**src/rtl/instr_align_stage.sv**
```systemverilog
// Instruction align stage: decodes 16/32-bit length at the head of the fetch
// queue, pops it and presents one aligned instruction per cycle to decode.
module instr_align_stage #(
  parameter logic [31:0] RESET_PC = 32'h0000_0000
) (
  input  logic        clk,
  input  logic        rstn,
  input  logic        jmp_req,
  input  logic [31:0] jmp_addr,
  input  logic [1:0]  instr_vld_size,
  input  logic [31:0] instr,
  input  logic        instr_has_fault,
  output logic        instr_fetch,
  output logic [1:0]  instr_fetch_size,
  output logic        out_vld,
  input  logic        out_rdy,
  output logic [31:0] out_instr,
  output logic [31:0] out_pc,
  output logic        out_is_16bit,
  output logic        out_fault
);

  typedef enum logic {ST_RUN, ST_HALT} state_t;

  function automatic logic is_16bit_len(input logic [1:0] lsb);
    return lsb != 2'b11;
  endfunction

  function automatic logic [31:0] align_instr(input logic [31:0] raw, input logic is16);
    return is16 ? {16'h0000, raw[15:0]} : raw;
  endfunction

  state_t      state_q, state_d;
  logic [31:0] pc_p0;
  logic        head_is_16;
  logic        head_avail;
  logic        slot_free;
  logic        take;
  logic [31:0] jmp_target;

  // bit 0 of the redirect target is dropped: targets are halfword aligned
  assign jmp_target = jmp_addr & ~32'd1;

  always_comb begin
    state_d          = state_q;
    take             = 1'b0;
    instr_fetch      = 1'b0;
    instr_fetch_size = 2'b00;
    head_is_16       = is_16bit_len(instr[1:0]);
    head_avail       = head_is_16 ? (instr_vld_size != 2'b00) : instr_vld_size[1];
    slot_free        = ~out_vld | out_rdy;
    // a faulted head is consumed as soon as anything is present; it is never popped
    if (rstn && (state_q == ST_RUN) && !jmp_req && slot_free &&
        (instr_has_fault ? (instr_vld_size != 2'b00) : head_avail))
      take = 1'b1;
    if (take && !instr_has_fault) begin
      instr_fetch      = 1'b1;
      instr_fetch_size = head_is_16 ? 2'b01 : 2'b10;
    end
    if (jmp_req)
      state_d = ST_RUN;
    else if (take && instr_has_fault)
      state_d = ST_HALT;
  end

  always_ff @(posedge clk) begin
    if (!rstn)
      state_q <= ST_RUN;
    else
      state_q <= state_d;
  end

  // p0: decode-stage entry register and program counter
  always_ff @(posedge clk) begin
    if (!rstn) begin
      pc_p0        <= RESET_PC;
      out_vld      <= 1'b0;
      out_instr    <= 32'h0;
      out_pc       <= 32'h0;
      out_is_16bit <= 1'b0;
      out_fault    <= 1'b0;
    end else if (jmp_req) begin
      pc_p0   <= jmp_target;
      out_vld <= 1'b0;
    end else if (take) begin
      out_vld <= 1'b1;
      out_pc  <= pc_p0;
      if (instr_has_fault) begin
        out_instr    <= instr;
        out_is_16bit <= 1'b1;
        out_fault    <= 1'b1;
      end else begin
        out_instr    <= align_instr(instr, head_is_16);
        out_is_16bit <= head_is_16;
        out_fault    <= 1'b0;
        pc_p0        <= pc_p0 + (head_is_16 ? 32'd2 : 32'd4);
      end
    end else if (out_vld && out_rdy) begin
      out_vld <= 1'b0;
    end
  end

endmodule

```
**config.mk**
```make
export PLATFORM = sky130hd
export DESIGN_NAME = instr_align_stage
export DESIGN_NICKNAME = d
export VERILOG_FILES = /design/src/rtl/instr_align_stage.sv
export SDC_FILE = /design/constraint.sdc
export NUM_CORES = 1
export LEC_CHECK = 0
export ABC_CLOCK_PERIOD_IN_PS = 3300
export CAP_MARGIN = 20
export CORE_ASPECT_RATIO = 1.1
export CORE_MARGIN = 4
export CORE_UTILIZATION = 45
export CTS_CLUSTER_DIAMETER = 60
export DETAILED_ROUTE_END_ITERATION = 6
export GPL_ROUTABILITY_DRIVEN = 0
export PLACE_DENSITY = 0.8
export SETUP_SLACK_MARGIN = 0.5
export SKIP_LAST_GASP = 1
export SYNTH_ARGS = -nofsm -noshare
export SYNTH_HDL_FRONTEND = slang
export SYNTH_SLANG_ARGS = --single-unit
```
**constraint.sdc**
```tcl
create_clock -name clk -period 3.3 [get_ports clk]
set_input_delay 0.495 -clock clk [delete_from_list [all_inputs] [get_ports clk]]
set_output_delay 0.495 -clock clk [all_outputs]
set_load 0.02 [all_outputs]
```
== Word-level counts from Yosys, hierarchy flattened ==
Index checks and enable logic that the tools add are counted.

* Flip-flop bits (word level): 100
* Input bits: 71
* Logic and storage cells: 49

* $add $sub $neg: 1
* Eq/ne operators: 2
* Muxes and demuxes: 16
* Bitwise gates (word level): 6
* Reductions and logical operators: 16

{| class="wikitable"
|+ Operators with widths
! cell !! number
|-
| 32-bit 2-to-1 mux || 5
|-
| 32-bit by 3-bit adder with 32-bit output || 1
|-
| 1-bit 2-to-1 mux || 8
|-
| 1-bit logical AND || 7
|-
| 2-bit AND reduction || 3
|-
| 2-bit nonzero test || 3
|-
| 1-bit inverter || 5
|-
| 2-bit 2-to-1 mux || 2
|-
| 2-bit inequality test, second input constant || 2
|-
| 3-bit 2-to-1 mux || 1
|-
| 1-bit logical NOT || 2
|-
| 2-bit OR reduction || 1
|-
| 1-bit OR || 1
|}

== Depth between registers and ports, before layout ==
Gate-level depths: netlist of the first run.

* Depth in word-level cells: 8
* Depth in mapped cells: 9
* Depth with buffers taken out: 7

== Worst setup path after synthesis of the first run ==
OpenSTA, ideal clock, no wires.

* Path type: input to register
* Start point: input jmp_req
* End point: register pc_p0[25]
* Data arrival time: 2.370 ns
* Data required time: 3.226 ns
* Setup slack: 0.856 ns
* Stages on the path: 6
* Buffers on the path: 1
* Cell sequence: nand2b_4 > or4_4 > buf_6 > or4_4 > or4_1 > a31oi_1

* Cells in the longest elaborated chain, start to end: 7
* Elaborated cells on any way between the ends: 9

{| class="wikitable"
|+ Ends and longest elaborated chain
! what !! RTL line !! source
|-
| start: declaration || 8 || <nowiki>input logic jmp_req,</nowiki>
|-
| 1-bit logical NOT || 53 || <nowiki>if (rstn && (state_q == ST_RUN) && !jmp_req && slot_free &&</nowiki>
|-
| 1-bit logical AND (3 in a row) || 53 ||
|-
| 1-bit 2-to-1 mux || 53 ||
|-
| 2-bit nonzero test (no source line) || - ||
|-
| 2-bit AND reduction (no source line) || - ||
|-
| end signal: assignment || 83 || <nowiki>pc_p0 <= jmp_target;</nowiki>
|-
| end signal: assignment || 96 || <nowiki>pc_p0 <= pc_p0 + (head_is_16 ? 32'd2 : 32'd4);</nowiki>
|-
| end: declaration || 34 || <nowiki>logic [31:0] pc_p0;</nowiki>
|}

Several ways; a longest one is shown, not always the timed one.
A chain may end at the register's enable or synchronous reset.

== Final worst setup path of the first run ==
* Start point: input jmp_req
* End point: register pc_p0[27]

The elaborated chain is that of the path after synthesis.

==> results.toml, run 1 <==
[outcome]
outcome = "complete, no violations"

[pwr]
clkPwrFrac_pct = 30.0
leakagePower_nw = 1.95
combPwrFrac_pct = 15.6
p_per_area_nw_per_um2 = 406
switching_share_pct = 27.1
pwr-share-seq_pct = 54.4
intPower_w = 0.00172
ir_worst_vdd_v = 0.000219
switching_power_w = 0.000641

[routing]
vias = 4213
viasPerCell = 5.45
antenna_left = 0
drtIter0Drc = 267
drt-wirelength-per-cell_microns = 15.0
drcViolationCount = 0
drt_wl_total_microns = 11600
first_pass_iters = 5

[layout]
final_core_utilization_pct = 65.6
area_delta_synth_final_pct = 42.3
layout.nets = 727
antenna_cells = 0
drive_gt1_share_pct = 6.98

[timing]
max_freq_mhz = 365
fin_skew_ns = 0.00741
slew_headroom_pct = 60.8
finalSetupViolCount = 0
fin_ws_ns = 0.559
rsz0062_at_grt = "no"
fin_setup_tns_ns = 0
period_minus_slack_ns = 2.74
worstMarginPinSlew_ns = 0.584
final_hold_viol_count = 0
post-route-period-util_pct = 83.1
drv_slew = 0

[setup_path]
worstPathRequired_ns = 3.60
cp.arrival_ns = 3.05
setup.worst_path.start_class = "primary input"
critPathMaxFanout = 10
end_kind = "flop"
critPathKind = "in2reg"

[place]
detailed_place_hpwl_microns = 8270
port_buffers = 138
place_ws_ns = 0.127

[clocking]
htreeDepth = 3
clk_latency_ns = 0.38
cts_tree = "built"
hold_buffers = 0
clk_pin_slew_ns = 0.09
cts_sinks = 98
cts_made_buffers = 9
cts_root_buf = "clkbuf_8"
clockBufferDepth = 2

[floorplan]
die_w_microns = 98.9
die-height_microns = 108
ios = 141
start_util_pct = 46.1
fp-row-count = 36
die-area_sq_um = 10700
design.core.area_sq_um = 8870

[global_routing]
grt_pass1_vias = 3925
met1_usage_pct = 27.1
use_met2_pct = 36.0
antenna_found_initial = 0
track_usage_pct = 21.6
grt_pass1_wl_microns = 18800
met3_usage_pct = 5.03
top_usage_layer = "met2"
grt-ovfl-total = 0
grt_max_degree = 52

[synth]
syn-num-nets = 596
syn_inst = 523
synth-seq-cells = 98
synth.distinct_cells = 43
yosysWarnings = 0
synth_area_sq_um = 4090
avgSynthCellArea_sq_um = 7.82
synth_edf_count = 0
synthArstFlopShare_pct = 0
yosysSeqAreaShare_pct = 48.0
synth-main-ff-cell = "dfxtp_1"

[flow_run]
cap_violations = 0

[hold_path]
worstHoldPathType = "reg2reg"
[synth_stat cells, types with 2 or more instances]
master	number	area [sq um]
o31ai_1	8	60.1
nor4_1	7	43.8
nand3_1	9	45.0
buf_1	2	7.51
xnor2_1	9	78.8
a31oi_1	19	119
dfxtp_1	98	1960
inv_1	11	41.3
clkbuf_1	31	116
nand4_1	7	43.8
or4_1	8	60.1
and4_1	3	26.3
nand2_1	140	526
buf_2	2	10.0
or3_1	13	81.3
o221ai_1	2	17.5
or4_4	2	22.5
a21oi_1	77	385
ha_1	2	25.0
o21ai_0	34	170
and3_1	3	18.8
a211oi_1	2	15.0
or2_2	2	12.5
nor2_1	12	45.0
nand2b_1	2	12.5
[power groups by stage]
stage | logic (W) | registers, W | clock network (W)
final | 0.000368 | 0.00129 | 0.000708
after floorplan | 0.000138 | 0.00134 | 0
after CTS | 0.000368 | 0.00128 | 0.000729
after detailed placement | 0.000367 | 0.00131 | 0
after global routing | 0.000402 | 0.00129 | 0.000779
after global placement | 0.000356 | 0.00131 | 0
[worst max-delay path, stage by stage]
cell and delay (ns):
clkdlybuf4s50_1 0.47, nand2b_4 0.18, or4_4 0.56, or4_4 0.63
buf_4 0.18, or3_1 0.35, a31oi_1 0.18
[cell families after synthesis]
family	count (synthesis)	synth area share (%)
AO/OA/AOI/OAI	146	19.5
XOR/XNOR	10	2.14
adder cells (fa/ha/maj)	3	0.856
buffers and inverters	49	4.83
flip-flops	98	48.0
multiplexers	1	0.245
other	1	0.0917
AND/OR/NAND/NOR	215	24.3
[state kept, by name, indices dropped and copies added, names as in the netlist]
signal / flops
out_fault: 1
out_instr: 32
out_is_16bit: 1
out_pc: 31
out_vld: 1
pc_p0: 31
state_q: 1
[area by class of cell]
| cell class | count | area [sq um] |
|---|---|---|
| flip-flops and latches | 98 | 1960 |
| inverters | 12 | 45.0 |
| clock buffers | 12 | 145 |
| multi-input cells | 376 | 1960 |
| well taps | 114 | 143 |
| fillers | 756 | 3050 |
| clock inverters | 4 | 27.5 |
| repair buffers | 157 | 1540 |
[worst paths after layout]
kind / from / to / slack, ns / cells after the start
worst max-delay path: jmp_req / pc_p0[27] / 0.56 / 7
worst min-delay path: out_pc[2] / out_pc[2] / 0.46 / 2
worst max register to register: pc_p0[4] / pc_p0[27] / 0.76 / 6
worst min register to register: out_pc[2] / out_pc[2] / 0.46 / 2
[through the flow]
| stage | instances | area [sq um] | power, W | hold WS, ns |
|---|---|---|---|---|
| after floorplan | 523 | 4090 | 0.00147 | 0.427 |
| after global placement | 754 | 5600 | 0.00167 | 0.441 |
| after detailed placement | 755 | 5620 | 0.00168 | 0.446 |
| after CTS | 771 | 5800 | 0.00238 | 0.458 |
| after global routing | 773 | 5820 | 0.00248 | 0.477 |
| final | 773 | 5820 | 0.00236 | 0.457 |
[layout by cell type (no fill, tap or decap), types with 10 or more instances in the layout]
| cell | n |
|---|---|
| nand2_1 | 140 |
| clkdlybuf4s50_1 | 135 |
| dfxtp_1 | 98 |
| a21oi_1 | 77 |
| o21ai_0 | 34 |
| a31oi_1 | 18 |
| buf_4 | 17 |
| or3_1 | 11 |
| inv_1 | 11 |
| nor2_1 | 11 |
| clkbuf_8 | 10 |
[routing by layer]
metal / routed length, microns / part of all wire, %
met1: 4800 / 41
met2: 5660 / 49
met3: 894 / 7.7
met4: 269 / 2.3
met5: 0 / 0
[what timing repair did]
item                                    CTS  global route
gates resized for setup                   9             6
buffers inserted                          0             2
pin swaps                                 0             1
endpoints found under the setup margin    3            12
hold endpoints to repair                  0             0
Note: power is estimated with default switching activity, not from simulation.
==> inputs of run 2 (changes only) <==
ABC_CLOCK_PERIOD_IN_PS = 2300   (was 3300)
CORE_UTILIZATION = 41   (was 45)
PLACE_DENSITY = 0.76   (was 0.8)
clock period = 2.3 ns   (was 3.3 ns; I/O delays follow)
==> run 2 against run 1 <==
  * Sequential power grew 43%
  * Clock skew is 0.0029 ns higher
  * Critical path type is now reg2reg
  * Utilization grew 3.2 points
  * Final cell count up 6.6%
  * Sequential cell count is the same
  * Largest cell class is now multi-input combinational cells
  * First-iteration DRC count is 7.9% higher
  * Non-clock buffer count grew 48
  * Routed wire length grew 15%
  * Final area grew 13%
  * Combinational power increased by 71%
==> results.toml, run 2 (synthesis gave the netlist of run 1 again) <==
[layout]
multi_input_area_sq_um = 2210
largest_register_ffs = 32
final_cell_mix = "138 x nand2_1, 130 x clkdlybuf4s50_1, 88 x dfxtp_1"
area_delta_synth_final_pct = 60.5
drive_gt1_share_pct = 19.8
largest-register = "out_instr"
seq_area_sq_um = 1980
antenna_cells = 0
final_core_utilization_pct = 68.8
final_common_cell = "nand2_1"
nFillCells = 758
final_area_sq_um = 6570
top_regs = "out_instr: 32 flops, out_pc: 31 flops, pc_p0: 31 flops"
layout.nets = 775

[floorplan]
die_w_microns = 103
start_util_pct = 42.9
die-height_microns = 113
fp-row-count = 37
die-area_sq_um = 11600
design.core.area_sq_um = 9540
ios = 141

[timing]
post-route-period-util_pct = 99.7
drv_slew = 0
final_hold_viol_count = 0
fin_skew_ns = 0.0103
max_freq_mhz = 436
finalSetupViolCount = 0
fin_ws_ns = 0.00629
fin_setup_tns_ns = 0
rsz0062_at_grt = "yes"
period_minus_slack_ns = 2.29

[setup_path]
cpPeakStageDelay_ns = 0.55
critPathKind = "reg2reg"
path_cells = "nor2b_4 > or4_4 > or4_4 > buf_6 > or4_1 > a31oi_1"
setup.worst_path.start_class = "flop"
worstPathRequired_ns = 2.59
r2r-start = "out_vld"
startpoint = "out_vld"
end_kind = "flop"
rr_worst_depth = 6
critPathMaxFanout = 4
crit_top_cell = "or4_4"
cp.arrival_ns = 2.59
crit_path_top_delay_cell = "or4_4"

[global_routing]
use_met2_pct = 37.1
top_usage_layer = "met2"
grt_max_degree = 48
grt_pass1_vias = 4492
antenna_found_initial = 0
grt_pass1_wl_microns = 20800
met1_usage_pct = 28.2
met3_usage_pct = 4.69
grt-ovfl-total = 0
track_usage_pct = 22.0

[hold_path]
worstHoldPathType = "in2reg"
hold-path-cell-count = 4
hold_start = "out_rdy"

[pwr]
switching_share_pct = 27.5
leakagePower_nw = 2.29
pwr-share-seq_pct = 52.4
combPwrFrac_pct = 18.0
clkPwrFrac_pct = 29.6
p_per_area_nw_per_um2 = 534
intPower_w = 0.00254
power.total_w = 0.00350
switching_power_w = 0.000962
ir_worst_vdd_v = 0.000334

[routing]
vias = 4494
drt-wirelength-per-cell_microns = 16.2
antenna_left = 0
drt_wl_total_microns = 13300
drtIter0Drc = 288
viasPerCell = 5.45
first_pass_iters = 5
drcViolationCount = 0

[place]
place_ws_ns = -0.510
placed_cell_area_sq_um = 5880
detailed_place_hpwl_microns = 8910
port_buffers = 138

[clocking]
cts_root_buf = "clkbuf_8"
cts_sinks = 98
clk_latency_ns = 0.36
cts_tree = "built"
clk_pin_slew_ns = 0.09
cts_made_buffers = 9
clockBufferDepth = 2
hold_buffers = 0
htreeDepth = 3

[flow_run]
cap_violations = 0

[outcome]
outcome = "complete, no violations"
[run 2: final timing paths]
check                           slack, ns             to
worst max-delay path                0.006      pc_p0[25]
worst min-delay path                 0.44        out_vld
worst max register to register      0.006      pc_p0[25]
worst min register to register       0.46  out_instr[29]
[run 2: area by class of cell]
class                           instances  share of cell area, %
Clock buffer                           11                   2.31
Clock inverter                          5                  0.438
Inverter                               12                  0.743
Multi-Input combinational cell        376                   33.6
Sequential cell                        98                   30.2
Tap cell                              117                   2.23
Timing Repair Buffer                  205                   30.5
[run 2: stage by stage]
stage / hold slack [ns] / instances
after floorplan: 0.427 / 523
after global placement: 0.441 / 781
after detailed placement: 0.444 / 781
final: 0.443 / 824
after CTS: 0.438 / 808
after global routing: 0.481 / 824
[run 2: worst max-delay path, delay by kind of cell (launching register included)]
kind            cells  cell delay, ns
compound gates      1            0.18
buf+inv             1            0.15
flops               1            0.35
simple gates        4            1.54
[run 2: power by group through the flow]
stage          sequential, W  clock [W]  combinational, W
4_1_cts              0.00184    0.00106          0.000591
2_1_floorplan        0.00192          0          0.000209
6_report             0.00184    0.00104          0.000631
3_5_place_dp         0.00188          0          0.000572
5_1_grt              0.00185    0.00114          0.000680
3_3_place_gp         0.00187          0          0.000562
[run 2: timing repair]
action                                 4_1_cts  5_1_grt
setup buffers                               10       15
endpoints found under the hold margin        0        0
pin swaps                                   22       38
setup endpoints to repair                   99       79
gates cloned                                 1        1
gates resized for setup                     56       37
[run 2: layer usage]
layer	vias up	wire length (microns)
met1	2114	5460
met5	-	0
met2	192	6570
met3	18	1110
met4	0	195
li1	2170	-
==> inputs of run 3 (changes only) <==
--- a/config.mk
+++ b/config.mk
@@ -7,3 +7,2 @@
 export LEC_CHECK = 0
-export ABC_CLOCK_PERIOD_IN_PS = 2300
 export CAP_MARGIN = 20
--- a/constraint.sdc
+++ b/constraint.sdc
@@ -3,2 +3,2 @@
 set_output_delay 0.345 -clock clk [all_outputs]
-set_load 0.02 [all_outputs]
+set_load 0.1 [all_outputs]
==> run 3 against run 2 <==
  * The flow now finishes with violations (design-rule violations, negative setup slack)
  * Global-route usage shrank 0.96 points
  * Total power rose by 5.5%
  * Sequential power is essentially flat
  * Sequential share of layout area up 1.1 points
  * Routed wire length shrank 3.7%
  * Maximum frequency shrank 1.6%
  * Highest routed layer unchanged
==> results.toml, run 3 (synthesis gave the netlist of run 1 again) <==
[outcome]
outcome = "finished with violations"
violations = "design-rule violations, negative setup slack"

[hold_path]
hold-path-cell-count = 4
hold_end = "state_q"
hold_start = "jmp_req"
worstHoldPathType = "in2reg"

[clocking]
clockBufferDepth = 2
cts_made_buffers = 9
hold_buffers = 0
cts_root_buf = "clkbuf_8"
htreeDepth = 3
cts_sinks = 98
clk_latency_ns = 0.37
clk_pin_slew_ns = 0.09
cts_tree = "built"

[layout]
largest_register_ffs = 32
final_cell_mix = "139 x nand2_1, 111 x buf_4, 93 x dfxtp_1"
top_regs = "out_instr: 32 flops, out_pc: 31 flops, pc_p0: 31 flops"
antenna_cells = 0
largest-register = "out_instr"
area_delta_synth_final_pct = 53.7
drive_gt1_share_pct = 25.9
final_common_cell = "nand2_1"
fin_cells = 817
layout.nets = 768

[pwr]
power.total_w = 0.00370
switching_power_w = 0.00119
leakagePower_nw = 2.36
intPower_w = 0.00250
pwr-share-seq_pct = 49.7
switching_share_pct = 32.3
p_per_area_nw_per_um2 = 588
clkPwrFrac_pct = 26.7
combPwrFrac_pct = 23.6
ir_worst_vdd_v = 0.000329

[floorplan]
fp-row-count = 37
ios = 141
die-area_sq_um = 11600
die-height_microns = 113
die_w_microns = 103
design.core.area_sq_um = 9540
start_util_pct = 42.9

[global_routing]
grt_pass1_vias = 4266
grt_max_degree = 58
grt_pass1_wl_microns = 19900
grt-ovfl-total = 0
track_usage_pct = 21.1
antenna_found_initial = 0

[flow_run]
cap_violations = 0

[routing]
antenna_left = 0
drtIter0Drc = 271
drt-wirelength-per-cell_microns = 15.7
viasPerCell = 5.44
drcViolationCount = 3
first_pass_iters = 7
vias = 4441
drt_wl_total_microns = 12800

[timing]
post-route-period-util_pct = 101
fin_skew_ns = 0.0122
period_minus_slack_ns = 2.33
fin_hold_ws_ns = 0.392
fin_setup_tns_ns = -0.0478
final_hold_viol_count = 0
max_freq_mhz = 429
drv_slew = 0
finalSetupViolCount = 2
rsz0062_at_grt = "yes"
fin_ws_ns = -0.0321

[place]
detailed_place_hpwl_microns = 9010
port_buffers = 138
place_ws_ns = -0.522
placed_cells = 788

[setup_path]
cp.arrival_ns = 2.62
setup.worst_path.start_class = "flop"
critPathMaxFanout = 5
cpPeakStageDelay_ns = 0.46
crit_path_top_delay_cell = "or4_4"
critPathKind = "reg2reg"
rr_worst_depth = 6
startpoint = "state_q"
path_cells = "or2b_1 > or4_4 > or3_4 > buf_6 > or4_4 > a31oi_4"
r2r-start = "state_q"
crit_top_cell = "or4_4"
r2r_slack_ns = -0.03
r2r_end = "pc_p0[18]"
end_kind = "flop"
critPathTopFamily = "simple AND/OR/NAND/NOR gates"
critPathBufInv = 1
worstPathRequired_ns = 2.59
[run 3: cell types whose count changed in the layout (fill, tap and decap cells not counted), moves of 3 or more]
cell,change
dfxtp_1,+5
dfxtp_4,-3
buf_4,+60
clkbuf_1,+4
clkinv_2,-3
buf_6,-4
clkdlybuf4s50_1,-66
[run 3: layer usage]
metal / up-vias / part of all wire (%) / GRT usage (%)
met5: - / 0 / 0
met4: 0 / 1.9 / 7.60
met3: 17 / 9.0 / 3.95
met2: 203 / 48 / 35.9
met1: 2061 / 41 / 26.2
li1: 2160 / - / -
[run 3: repair_timing]
action                                  in CTS  in global routing
endpoints found under the setup margin     100                 82
gates resized for setup                     33                 22
cloned                                       0                  3
pin swaps                                   26                 24
buffers inserted                             5                  5
[run 3: worst max path at each step]
stage                           to  slack, ns  depth (start not counted)
2_1_floorplan            pc_p0[21]      -0.09                          7
3_3_place_gp             pc_p0[18]      -0.40                          9
3_5_place_dp             pc_p0[18]      -0.52                          8
4_1_cts        instr_fetch_size[1]      -0.03                          5
5_1_grt                  pc_p0[25]      -0.08                          5
6_report                 pc_p0[18]      -0.03                          6
[run 3: power groups by stage]
stage | combinational [W] | sequential, W | clock (W)
after floorplan | 0.000229 | 0.00216 | 0
after global placement | 0.000824 | 0.00187 | 0
after detailed placement | 0.000835 | 0.00187 | 0
after CTS | 0.000851 | 0.00183 | 0.00101
after global routing | 0.000922 | 0.00185 | 0.00108
final | 0.000872 | 0.00184 | 0.000987
[run 3: worst min-delay path: cells and delay by family]
family | cells | cell delay [ns]
AO/OA/AOI/OAI | 1 | 0.04
buffers and inverters | 2 | 0.22
AND/OR/NAND/NOR | 1 | 0.13
[run 3: cell type report]
class	count	area (sq um)
fill	792	3250
multi-input combinational	377	2180
sequential	98	1970
timing repair buffer	197	1780
clock buffer	14	153
tap	117	146
inverter	12	48.8
clock inverter	2	12.5
[run 3: stage by stage]
stage / area, sq um / util (%)
floorplan: 4210 / -
global placement: 5790 / 60.7
detailed placement: 5790 / 60.7
CTS: 6120 / 64.2
global route: 6290 / 65.9
finish: 6290 / 65.9
